File: config.mk
export PLATFORM = sky130hd
export DESIGN_NAME = neureka_tcdm_rr_arbiter_flat
export DESIGN_NICKNAME = d
export VERILOG_FILES = /design/src/rtl/neureka_tcdm_rr_arbiter_if.sv /design/src/rtl/neureka_tcdm_rr_arbiter.sv /design/src/flat_wrapper.sv
export SDC_FILE = /design/constraint.sdc
export NUM_CORES = 1
export LEC_CHECK = 0
export CORE_AREA = 2 2 583 585
export CTS_CLUSTER_DIAMETER = 200
export DETAILED_ROUTE_END_ITERATION = 8
export DIE_AREA = 0 0 585 587
export HOLD_SLACK_MARGIN = 0.05
export PLACE_DENSITY = 0.31
export REMOVE_ABC_BUFFERS = 1
export SYNTH_ARGS = -nofsm -noshare
export SYNTH_HDL_FRONTEND = slang
export SYNTH_SLANG_ARGS = --single-unit
File: constraint.sdc
create_clock -name clk_i -period 8.3 [get_ports clk_i]
set_clock_uncertainty 0.05 [all_clocks]
set_input_delay 2.075 -clock clk_i [delete_from_list [all_inputs] [get_ports clk_i]]
set_output_delay 2.075 -clock clk_i [all_outputs]
set_load 0.02 [all_outputs]
File: src/rtl/neureka_tcdm_rr_arbiter_if.sv
// neureka_tcdm_rr_arbiter_if: requester-side and master-side TCDM bus bundle of the arbiter
interface neureka_tcdm_rr_arbiter_if #(
  parameter int BW    = 256,
  parameter int N_REQ = 2
);
  logic [N_REQ-1:0]             in_req;
  logic [N_REQ-1:0]             in_gnt;
  logic [N_REQ-1:0][31:0]       in_add;
  logic [N_REQ-1:0]             in_wen;
  logic [N_REQ-1:0][BW/8-1:0]   in_be;
  logic [N_REQ-1:0][BW-1:0]     in_data;
  logic [BW-1:0]                in_r_data;
  logic [N_REQ-1:0]             in_r_valid;
  logic                         out_req;
  logic                         out_gnt;
  logic [31:0]                  out_add;
  logic                         out_wen;
  logic [BW/8-1:0]              out_be;
  logic [BW-1:0]                out_data;
  logic [BW-1:0]                out_r_data;
  logic                         out_r_valid;
  logic                         busy;
  logic                         err;
  modport slave (
    input  in_req, in_add, in_wen, in_be, in_data, out_gnt, out_r_data, out_r_valid,
    output in_gnt, in_r_data, in_r_valid, out_req, out_add, out_wen, out_be, out_data, busy, err
  );
  modport master (
    output in_req, in_add, in_wen, in_be, in_data, out_gnt, out_r_data, out_r_valid,
    input  in_gnt, in_r_data, in_r_valid, out_req, out_add, out_wen, out_be, out_data, busy, err
  );
endinterface

File: src/rtl/neureka_tcdm_rr_arbiter.sv
// neureka_tcdm_rr_arbiter: round-robin sharing of one TCDM master port with locking and read-response routing
module neureka_tcdm_rr_arbiter #(
  parameter int BW        = 256,
  parameter int N_REQ     = 2,
  parameter int MAX_OUTST = 4
) (
  input logic clk_i,
  input logic rst_ni,
  input logic clear_i,
  neureka_tcdm_rr_arbiter_if.slave bus
);
  localparam int IW = $clog2(N_REQ);
  localparam int AW = $clog2(MAX_OUTST);
  logic [IW-1:0] ptr, lock_idx, winner;
  logic          lock, err, full, stall, hs, push, pop;
  logic [IW-1:0] fifo [MAX_OUTST];
  logic [AW-1:0] wptr, rptr;
  logic [AW:0]   cnt;
  // first requester at or after the pointer wins, unless a presented request is still locked
  always_comb begin
    winner = ptr;
    for (int k = N_REQ - 1; k >= 0; k--)
      if (bus.in_req[(int'(ptr) + k) % N_REQ]) winner = IW'((int'(ptr) + k) % N_REQ);
    if (lock) winner = lock_idx;
  end
  assign full  = cnt == (AW+1)'(MAX_OUTST);
  assign stall = full & bus.in_wen[winner] & ~lock;
  assign hs    = bus.out_req & bus.out_gnt;
  assign push  = hs & bus.in_wen[winner];
  assign pop   = bus.out_r_valid & (cnt != '0);
  assign bus.out_req    = bus.in_req[winner] & ~stall;
  assign bus.out_add    = bus.in_add[winner];
  assign bus.out_wen    = bus.in_wen[winner];
  assign bus.out_be     = bus.in_be[winner];
  assign bus.out_data   = bus.in_data[winner];
  assign bus.in_gnt     = N_REQ'(hs) << winner;
  assign bus.in_r_valid = N_REQ'(pop) << fifo[rptr];
  assign bus.in_r_data  = bus.out_r_data;
  assign bus.busy       = |bus.in_req | (cnt != '0) | lock;
  assign bus.err        = err;
  // pointer, lock, FIFO bookkeeping and sticky error; clear outranks any same-cycle push/pop
  always_ff @(posedge clk_i or negedge rst_ni) begin
    if (!rst_ni) begin
      ptr <= '0; lock <= 1'b0; lock_idx <= '0; wptr <= '0; rptr <= '0; cnt <= '0; err <= 1'b0;
    end else if (clear_i) begin
      ptr <= '0; lock <= 1'b0; lock_idx <= '0; wptr <= '0; rptr <= '0; cnt <= '0; err <= 1'b0;
    end else begin
      lock     <= bus.out_req & ~bus.out_gnt;
      lock_idx <= winner;
      if (hs) ptr <= (winner == IW'(N_REQ - 1)) ? '0 : winner + IW'(1);
      if (push) wptr <= wptr + AW'(1);
      if (pop) rptr <= rptr + AW'(1);
      cnt <= cnt + (AW+1)'(push) - (AW+1)'(pop);
      err <= err | (bus.out_r_valid & (cnt == '0));
    end
  end
  // routing entries are only meaningful while counted, so they need no reset
  always_ff @(posedge clk_i) begin
    if (push) fifo[wptr] <= winner;
  end
endmodule

File: src/flat_wrapper.sv
// flat-port wrapper written by rule: the top's interface ports become plain ports
module neureka_tcdm_rr_arbiter_flat 
#(
  parameter int BW        = 256,
  parameter int N_REQ     = 2,
  parameter int MAX_OUTST = 4
)
  (clk_i, rst_ni, clear_i, bus_in_req, bus_in_add, bus_in_wen, bus_in_be, bus_in_data, bus_out_gnt, bus_out_r_data, bus_out_r_valid, bus_in_gnt, bus_in_r_data, bus_in_r_valid, bus_out_req, bus_out_add, bus_out_wen, bus_out_be, bus_out_data, bus_busy, bus_err);
  neureka_tcdm_rr_arbiter_if #(.BW(BW), .N_REQ(N_REQ)) bus_i ();
  input logic clk_i;
  input logic rst_ni;
  input logic clear_i;
  input wire logic [$bits(bus_i.in_req)-1:0] bus_in_req;
  input wire logic [$bits(bus_i.in_add)-1:0] bus_in_add;
  input wire logic [$bits(bus_i.in_wen)-1:0] bus_in_wen;
  input wire logic [$bits(bus_i.in_be)-1:0] bus_in_be;
  input wire logic [$bits(bus_i.in_data)-1:0] bus_in_data;
  input wire logic [$bits(bus_i.out_gnt)-1:0] bus_out_gnt;
  input wire logic [$bits(bus_i.out_r_data)-1:0] bus_out_r_data;
  input wire logic [$bits(bus_i.out_r_valid)-1:0] bus_out_r_valid;
  output wire logic [$bits(bus_i.in_gnt)-1:0] bus_in_gnt;
  output wire logic [$bits(bus_i.in_r_data)-1:0] bus_in_r_data;
  output wire logic [$bits(bus_i.in_r_valid)-1:0] bus_in_r_valid;
  output wire logic [$bits(bus_i.out_req)-1:0] bus_out_req;
  output wire logic [$bits(bus_i.out_add)-1:0] bus_out_add;
  output wire logic [$bits(bus_i.out_wen)-1:0] bus_out_wen;
  output wire logic [$bits(bus_i.out_be)-1:0] bus_out_be;
  output wire logic [$bits(bus_i.out_data)-1:0] bus_out_data;
  output wire logic [$bits(bus_i.busy)-1:0] bus_busy;
  output wire logic [$bits(bus_i.err)-1:0] bus_err;
  assign bus_i.in_req = bus_in_req;
  assign bus_i.in_add = bus_in_add;
  assign bus_i.in_wen = bus_in_wen;
  assign bus_i.in_be = bus_in_be;
  assign bus_i.in_data = bus_in_data;
  assign bus_i.out_gnt = bus_out_gnt;
  assign bus_i.out_r_data = bus_out_r_data;
  assign bus_i.out_r_valid = bus_out_r_valid;
  assign bus_in_gnt = bus_i.in_gnt;
  assign bus_in_r_data = bus_i.in_r_data;
  assign bus_in_r_valid = bus_i.in_r_valid;
  assign bus_out_req = bus_i.out_req;
  assign bus_out_add = bus_i.out_add;
  assign bus_out_wen = bus_i.out_wen;
  assign bus_out_be = bus_i.out_be;
  assign bus_out_data = bus_i.out_data;
  assign bus_busy = bus_i.busy;
  assign bus_err = bus_i.err;
  neureka_tcdm_rr_arbiter #(.BW(BW), .N_REQ(N_REQ), .MAX_OUTST(MAX_OUTST)) u_core (.clk_i(clk_i), .rst_ni(rst_ni), .clear_i(clear_i), .bus(bus_i));
endmodule
; Word level (Yosys, flattened, before mapping)
; Memories as Yosys holds them, arrays and structs flattened.
; Index checks and enable logic that the tools add are counted.
[word_totals]
register_bits = 11
ramBits = 4
out_inout_bits = 584
word_cells = 72
memories = 1
[classes]
n_addsub = 6
magnitude_cmp = 3
n_eq_ne = 1
shifts = 2
mux = 31
bitwise = 15
n_reduce_logical = 6
[mem_list]
columns = memory, depth, width, read_ports, rd_clocked_by_memory_dff, write_ports, line
row1 = u_core.fifo, 4, 1, 1, 0, 1, neureka_tcdm_rr_arbiter.sv:16  ; logic [IW-1:0] fifo [MAX_OUTST];
[op_table]
columns = cell, count
row1 = $mux 256, 2
row2 = $mux 32, 4
row3 = $mux 1, 20
row4 = $and 1x1->1, 8
row5 = $mux 2, 4
row6 = $reduce_bool 2->1, 3
row7 = $add 2x1->2 const B, 2
row8 = $lt 1x2->1 const B, 2
row9 = $shl 1x1->2, 2
row10 = $add 3x1->3, 1
row11 = $eq 3x3->1 const B, 1
row12 = $logic_not 3->1, 1
row13 = $lt 2x3->1 const B, 1
row14 = $mux 3, 1
row15 = $not 1->1, 3
row16 = $or 1x1->1, 3
row17 = $reduce_bool 3->1, 1
row18 = $sub 3x1->3, 1
row19 = $add 1x1->1 const B, 2
row20 = $reduce_or 2->1, 1
row21 = $and 1x1->1 const A, 1

; Longest topological paths before layout
; Gate-level depths: netlist of run 1.
[logic_depth]
depth_word = 19
depth_mapped = 12

; Least setup slack after synthesis of run 1
; Ideal clock, no wire load.
[synth_timing]
path_kind = in2out
startpoint = input bus_in_req[1]
endpoint = output bus_in_gnt[1]
t_arrival_ns = 3.655
required_ns = 6.175
slack_ns = 2.520
cell_stages = 5
n_path_buf = 0
cell_sequence = o21ba_2 > o211ai_1 > a21oi_1 > nor3_1 > and3_1
[synth_between]
elab_chain_cells = 14
[synth_lines]
columns = element, line
row1 = from (decl), flat_wrapper.sv:13  ; input wire logic [$bits(bus_i.in_req)-1:0] bus_in_req;
row2 = $mux 1 (not written as such) (3 in a row), neureka_tcdm_rr_arbiter.sv:23  ; if (bus.in_req[(int'(ptr) + k) % N_REQ]) winner = IW'((int'(ptr) + k) % N_REQ);
row3 = $mux 1 (2 in a row), neureka_tcdm_rr_arbiter.sv:23
row4 = $mux 1, neureka_tcdm_rr_arbiter.sv:24  ; if (lock) winner = lock_idx;
row5 = $mux 1 (not written as such) (2 in a row), neureka_tcdm_rr_arbiter.sv:27  ; assign stall = full & bus.in_wen[winner] & ~lock;
row6 = $and 1x1->1 (2 in a row), neureka_tcdm_rr_arbiter.sv:27
row7 = $not 1->1, neureka_tcdm_rr_arbiter.sv:31  ; assign bus.out_req = bus.in_req[winner] & ~stall;
row8 = $and 1x1->1 (*), neureka_tcdm_rr_arbiter.sv:31
row9 = net bus_out_req, flat_wrapper.sv:24  ; output wire logic [$bits(bus_i.out_req)-1:0] bus_out_req;
row10 = $and 1x1->1 (*), neureka_tcdm_rr_arbiter.sv:28  ; assign hs = bus.out_req & bus.out_gnt;
row11 = $shl 1x1->2 (*), neureka_tcdm_rr_arbiter.sv:36  ; assign bus.in_gnt = N_REQ'(hs) << winner;
row12 = to (decl), flat_wrapper.sv:21  ; output wire logic [$bits(bus_i.in_gnt)-1:0] bus_in_gnt;
; Mark *: on every way through the listed nets, which the timed path passes. The rest lies on a longest branch. The select of a mux whose other input is x is not followed.

; Final worst setup path of run 1
[layout_timing]
startpoint = input bus_in_req[1]
endpoint = output bus_out_add[14]
[layout_between]
elab_chain_cells = 8
[layout_lines]
columns = element, line
row1 = $mux 1 (not written as such) (3 in a row), neureka_tcdm_rr_arbiter.sv:23
row2 = $mux 1, neureka_tcdm_rr_arbiter.sv:23
row3 = $mux 1 (*), neureka_tcdm_rr_arbiter.sv:23
row4 = $mux 1 (*), neureka_tcdm_rr_arbiter.sv:24
row5 = $mux 32 (not written as such) (*) (2 in a row), neureka_tcdm_rr_arbiter.sv:32  ; assign bus.out_add = bus.in_add[winner];
row6 = to (decl), flat_wrapper.sv:25  ; output wire logic [$bits(bus_i.out_add)-1:0] bus_out_add;
; Every way passes the cells marked *; elsewhere a longest branch is shown, timed or not. The select of a mux whose other input is x is not followed.

==> metrics, run 1 <==
cells on worst reg2reg path 12; PortBufs a little under 1,000; first-pass GRT wire length ~350,000 um; Final Util slightly below 6%; Final Critical Period slightly above 7 ns; Slowest-stage cell, CP clkdlybuf4s50_1; fmax 140 MHz; I/O pin count 1,489; post-synthesis sequential area ratio under 10%; number of synthesized register bits 15; total global-route track usage roughly 18%; register clock-pin slew on the reported worst setup and hold paths approximately 0.05 ns; # hold bufs at CTS 0; drt pass-1 iters 6; Largest delay share family, worst path buffers and inverters; syn_area_per_cell just under 5 um^2; remaining antenna violation count 0; Via density around 2.2; Area after DPL ~0.02 mm^2; relative slew slack ~48%; pin count of the biggest net entering global routing between 100 and 150; Die Wd 585 um; pre-CTS WS 1.06 ns; Final WS setup between 1 and 1.5 ns; worst-skew pair later-pin latency 0.24 ns; crit path DAT 5.03 ns; fin nets roughly 3,000; vias ~15,000; GR Overflow Total 0; initial antenna violation count approximately 260; design area 0.0201 mm^2; synth warn 0; worst vdd ir approximately 0.000059 V; residual DRC count 0; Row Count about 210; CP Cell Sequence clkdlybuf4s50_1, o21ba_1, a21boi_4, buf_12, inv_8, buf_4, buf_4, nand2_1, nand2_1, buf_4; leakage between 7 and 8 nW; CTS HTree Levels 1; Req. time, crit path 6.18 ns; Syn Std Cell Area around 0.0067 mm^2; Crit Path Category in2out; Max-Cap Viols 0; Crit. path cell count 10; Initial Utilization between 1.5 and 2%; ys async rst share between 70% and 80%; Syn-to-layout area delta 201%; CP Capture Type output pin; final setup fails 0; crit share post-route about 86%; Post-DP HPWL 289,000 um; TritonCTS buffer count 3; vias in the first global route 13,000; Primary FF master, synth dfrtp_1; Bufs on Longest Clock Path 2; Cell variety after synth 37; Wirelength per Cell between 40 and 50 um; most frequent cells in the layout nand2_1, clkdlybuf4s50_1, buf_4; clock root buffer clkbuf_16; commonest non-fill, non-tap cell in the layout nand2_1; status completed; Final Hold Vio Count 0; Max FO, Critical Path 33; Crit path largest cell delay roughly 0.6 ns; PD cells between 100 and 150 mW/mm^2; 1st-iter DRT viols about 1,400; worst-margin pin slew just under 0.8 ns; Slew Limit Fails 0; CTS tree built; WHS Path Cells 2; WP buf/inv 6; die footprint 0.343 mm^2; CP most frequent cell buf_4; GPL Wtd Cong 0.874; final WL 318,000 um; # fillers 40,300; setup bufs post-CTS 0; Worst Setup Start Kind input port; Sink Count 15; min-delay worst type reg2reg; RSZ-0062 raised after global routing false; layout cell share with drive strength beyond 1 ~7.6%; Core Area 0.338 mm^2; Mapped Cells between 1,000 and 1,500; Resize count post-CTS 0; die height 587 um; Post-synth EDFFs 4
[metal layers]
metal / vias up / global-route usage, % / routed length [um]
li1: 5188 / - / -
met1: 6570 / 19.5 / 123000
met2: 2369 / 21.5 / 106000
met3: 474 / 20.5 / 76000
met4: 74 / 2.08 / 6360
met5: - / 13.0 / 6610
[sequential cells by signal, summed over array words and instances (netlist names)]
register	count
u_core.ptr	1
u_core.lock	1
u_core.rptr	2
u_core.lock_idx	1
u_core.fifo	4
u_core.bus.err	1
u_core.cnt	3
u_core.wptr	2
[cells by family (layout without fill, tap and decap cells)]
kind of cell,count (synthesis),after routing,synth area share [%]
multiplexers,2,2,0.486
XOR/XNOR,5,5,0.654
buffers and inverters,338,1006,33.3
other,0,24,0
flip-flops,15,15,5.90
AO/OA/AOI/OAI,13,13,1.79
AND/OR/NAND/NOR,991,991,56.4
adder cells (fa/ha/maj),7,7,1.42
[where the power goes]
part | internal [mW] | switching, mW
sequential | 0.0896 | 0.0143
clock | 0.0650 | 0.0284
combinational | 0.764 | 1.28
total | 0.918 | 1.32
[per-stage QoR]
step                      hold slack (ns)  setup TNS (ns)  total power, mW  std cells
final                               0.478               0             2.24       6599
after detailed placement            0.467               0             2.24       6571
after global placement              0.461               0             2.25       6571
after floorplan                     0.462        -9679.52            0.904       1043
after global routing                0.520               0             2.44       6589
after CTS                           0.494               0             2.35       6575
[worst paths after layout]
kind / slack (ns) / end / from
hold / removal: 0.48 / u_core.bus.err / u_core.bus.err
min in group asynchronous: 2.14 / u_core.rptr[0] / rst_ni
setup reg to reg: 5.02 / u_core.cnt[2] / u_core.ptr
setup / recovery: 1.14 / bus_out_add[14] / bus_in_req[1]
hold reg to reg: 0.48 / u_core.bus.err / u_core.bus.err
max in group asynchronous: 5.71 / u_core.wptr[1] / rst_ni
[worst register-to-register path, delay by kind of cell, from the launching register on]
kind / cells / cell delay, ns
compound gates: 3 / 1.25
xor+xnor: 2 / 0.32
fa+ha+maj: 3 / 0.84
buf+inv: 3 / 0.20
flops: 1 / 0.44
simple gates: 1 / 0.05
[synth_stat cells (2+ instances only)]
master / count / area [um^2]
nor2_1: 10 / 37.5
buf_4: 256 / 1920
buf_1: 7 / 26.3
edfxtp_1: 4 / 120
and3_1: 2 / 12.5
inv_1: 9 / 33.8
xnor2_1: 3 / 26.3
dfrtp_1: 11 / 275
nor3_1: 2 / 10.0
nor2b_1: 2 / 12.5
nand2_1: 963 / 3610
a21oi_1: 4 / 20.0
clkbuf_1: 64 / 240
and2_2: 5 / 37.5
xor2_1: 2 / 17.5
ha_1: 6 / 75.1
[layout make-up]
cell class / count / area (um^2) / area share, %
sequential: 15 / 395 / 1.96
multi-input combinational: 1018 / 4080 / 20.3
clock buffer: 4 / 78.8 / 0.391
antenna: 24 / 60.1 / 0.298
tap: 4536 / 5680 / 28.2
timing repair buffer: 992 / 9800 / 48.7
inverter: 10 / 45.0 / 0.224
(Power assumes the default switching activity.)
==> run 2: changes to the inputs <==
- CORE_AREA: 2 2 583 585 -> 2 2 585 587
- DIE_AREA: 0 0 585 587 -> 0 0 587 589
- DONT_BUFFER_PORTS: unset -> 1
- PLACE_DENSITY: 0.31 -> 0.3
==> metrics, run 2 (synthesized netlist as in run 1, its figures left out) <==
status completed; drt pass-1 iters 5 (-1); worst-skew pair later-pin latency 0.25 ns (about the same); Worst Setup Start Kind input port; # fillers 40,900 (+1.3%); Final Critical Period 6.61 ns (-0.552 ns); die height 589 um (+0.34%); Die Wd 587 um (+0.34%); commonest non-fill, non-tap cell in the layout nand2_1; Fin Setup TNS 0 ns (unchanged); Post-DP HPWL 302,000 um (+4.4%); Bufs on Longest Clock Path 2 (unchanged); remaining antenna violation count 0 (unchanged); initial antenna violation count 283 (+7.2%); pin count of the biggest net entering global routing 96 (-11%); vias 11,400 (-22%); Hold Crit Endpoint u_core.rptr[1]; RSZ-0062 raised after global routing false; I/O pin count 1,489 (unchanged); CP most frequent cell nand2_1; WP buf/inv 2 (-4); pre-CTS WS 1.89 ns (+0.827 ns); Biggest register u_core.fifo; layout cell share with drive strength beyond 1 5.34% (-2.2 points); Syn-to-layout area delta 61.4%; most frequent cells in the layout nand2_1, buf_4, dfrtp_1; WHS Path Cells 2 (unchanged); Hold Startpoint u_core.rptr[1]; Crit path largest cell delay 0.52 ns (-0.09 ns); Slowest-stage cell, CP nand2_1; PD cells 146 mW/mm^2 (+31%); Sink Count 15 (unchanged); Crit Path Category in2out; reg2reg end u_core.cnt[2]; Via density 2.01 (-9.5%); GR Overflow Total 0 (unchanged); GPL Wtd Cong 0.931 (+6.5%); Core Area 0.339 mm^2 (+0.32%); relative slew slack 32.9% (-15 points); Critical R2R Launch u_core.lock; Final WS setup 1.69 ns (+0.552 ns); fmax 151 MHz (+8.4%); PortBufs 0 (-100%); Initial Utilization 1.98% (-0.0063 points); final setup fails 0 (unchanged); Top Registers u_core.fifo (4), u_core.cnt (3); first-pass GRT wire length 349,000 um (+0.16%); Resize count post-CTS 0 (unchanged); Max-Cap Viols 0 (unchanged); Max FO, Critical Path 97 (+190%); Final Hold Vio Count 0 (unchanged); TritonCTS buffer count 3 (unchanged); Row Count 214 (unchanged); crit path DAT 4.48 ns (-0.55 ns); Largest delay share family, worst path simple AND/OR/NAND/NOR gates; # hold bufs at CTS 0 (unchanged); 1st-iter DRT viols 1,248 (-9.6%); leakage 3.50 nW (-52%); R2R Setup Slk 5.10 ns (+0.08 ns); Wirelength per Cell 57.8 um (+20%); total global-route track usage 18.2% (+0.37 points); CP Cell Sequence a21bo_2, a21boi_4, inv_8, buf_12, nand2_1, nand2_1; CTS HTree Levels 1 (unchanged); fin nets 2,000 (-32%); min-delay worst type reg2reg; setup bufs post-CTS 0 (unchanged); die footprint 0.346 mm^2 (+0.68%); crit share post-route 79.6% (-6.6 points); max FFs per register 4 (unchanged); CP Capture Type output pin; worst-margin pin slew 1.00 ns (+0.230 ns); cells on worst reg2reg path 12 (unchanged); CTS tree built; vias in the first global route 8,559 (-34%); register clock-pin slew on the reported worst setup and hold paths 0.05 ns (about the same); residual DRC count 0 (unchanged); worst vdd ir 0.0000586 V (about the same); Req. time, crit path 6.18 ns (about the same); final WL 327,000 um (+2.9%); clock root buffer clkbuf_16; Slew Limit Fails 0 (unchanged)
==> run 2: worst max-delay path by stage <==
stage                             start        endpoint  slack (ns)  depth (start not counted)
final                     bus_in_req[0]  bus_out_be[12]        1.69                          6
after global routing      bus_in_req[0]  bus_out_be[12]        1.66                          6
after CTS                 bus_in_req[0]  bus_out_be[12]        1.88                          6
after detailed placement  bus_in_req[0]  bus_out_be[12]        1.89                          6
after global placement    bus_in_req[0]  bus_out_be[12]        1.89                          6
after floorplan           bus_in_req[1]   bus_in_gnt[1]      -30.03                          4
==> run 2: layout make-up <==
class / instances / area (um^2) / area share (%)
Clock buffer: 3 / 75.1 / 0.695
Inverter: 10 / 45.0 / 0.417
Timing Repair Buffer: 40 / 425 / 3.94
Antenna cell: 42 / 105 / 0.972
Tap cell: 4536 / 5680 / 52.5
Multi-Input combinational cell: 1018 / 4080 / 37.8
Sequential cell: 15 / 395 / 3.66
Clock inverter: 1 / 5.00 / 0.0463
==> run 2: worst reg2reg max path: stages (launching register included) <==
cell and delay (ns):
dfrtp_1 0.46, o21ba_1 0.22, a221o_1 0.41, a2111oi_4 0.58
inv_1 0.09, ha_1 0.30, inv_1 0.06, ha_1 0.13
inv_1 0.05, fa_1 0.40, xor2_1 0.17, xnor2_1 0.13
nor2_1 0.05
==> run 2: report_power, final <==
part	internal (mW)	switching, mW
registers	0.0894	0.0211
logic	0.182	1.19
clock network	0.0645	0.0324
==> run 2: through the flow <==
step           power, mW  hold WS (ns)  instance area, um^2  std cells  utilization (%)
5_1_grt             1.71         0.527                10800       5644             3.17
3_3_place_gp        1.56         0.491                10600       5619             3.13
3_5_place_dp        1.56         0.507                10600       5619             3.13
6_report            1.58         0.510                10800       5665             3.19
2_1_floorplan      0.904         0.462                 4500       1043                -
4_1_cts             1.66         0.517                10700       5623             3.16
==> run 2: metal layers <==
metal / up-vias / global-route usage [%] / routed length, um
met3: 535 / 21.4 / 81600
met2: 2530 / 20.7 / 103000
met4: 94 / 4.19 / 11600
met5: - / 11.4 / 6240
li1: 3314 / - / -
met1: 4934 / 19.9 / 125000
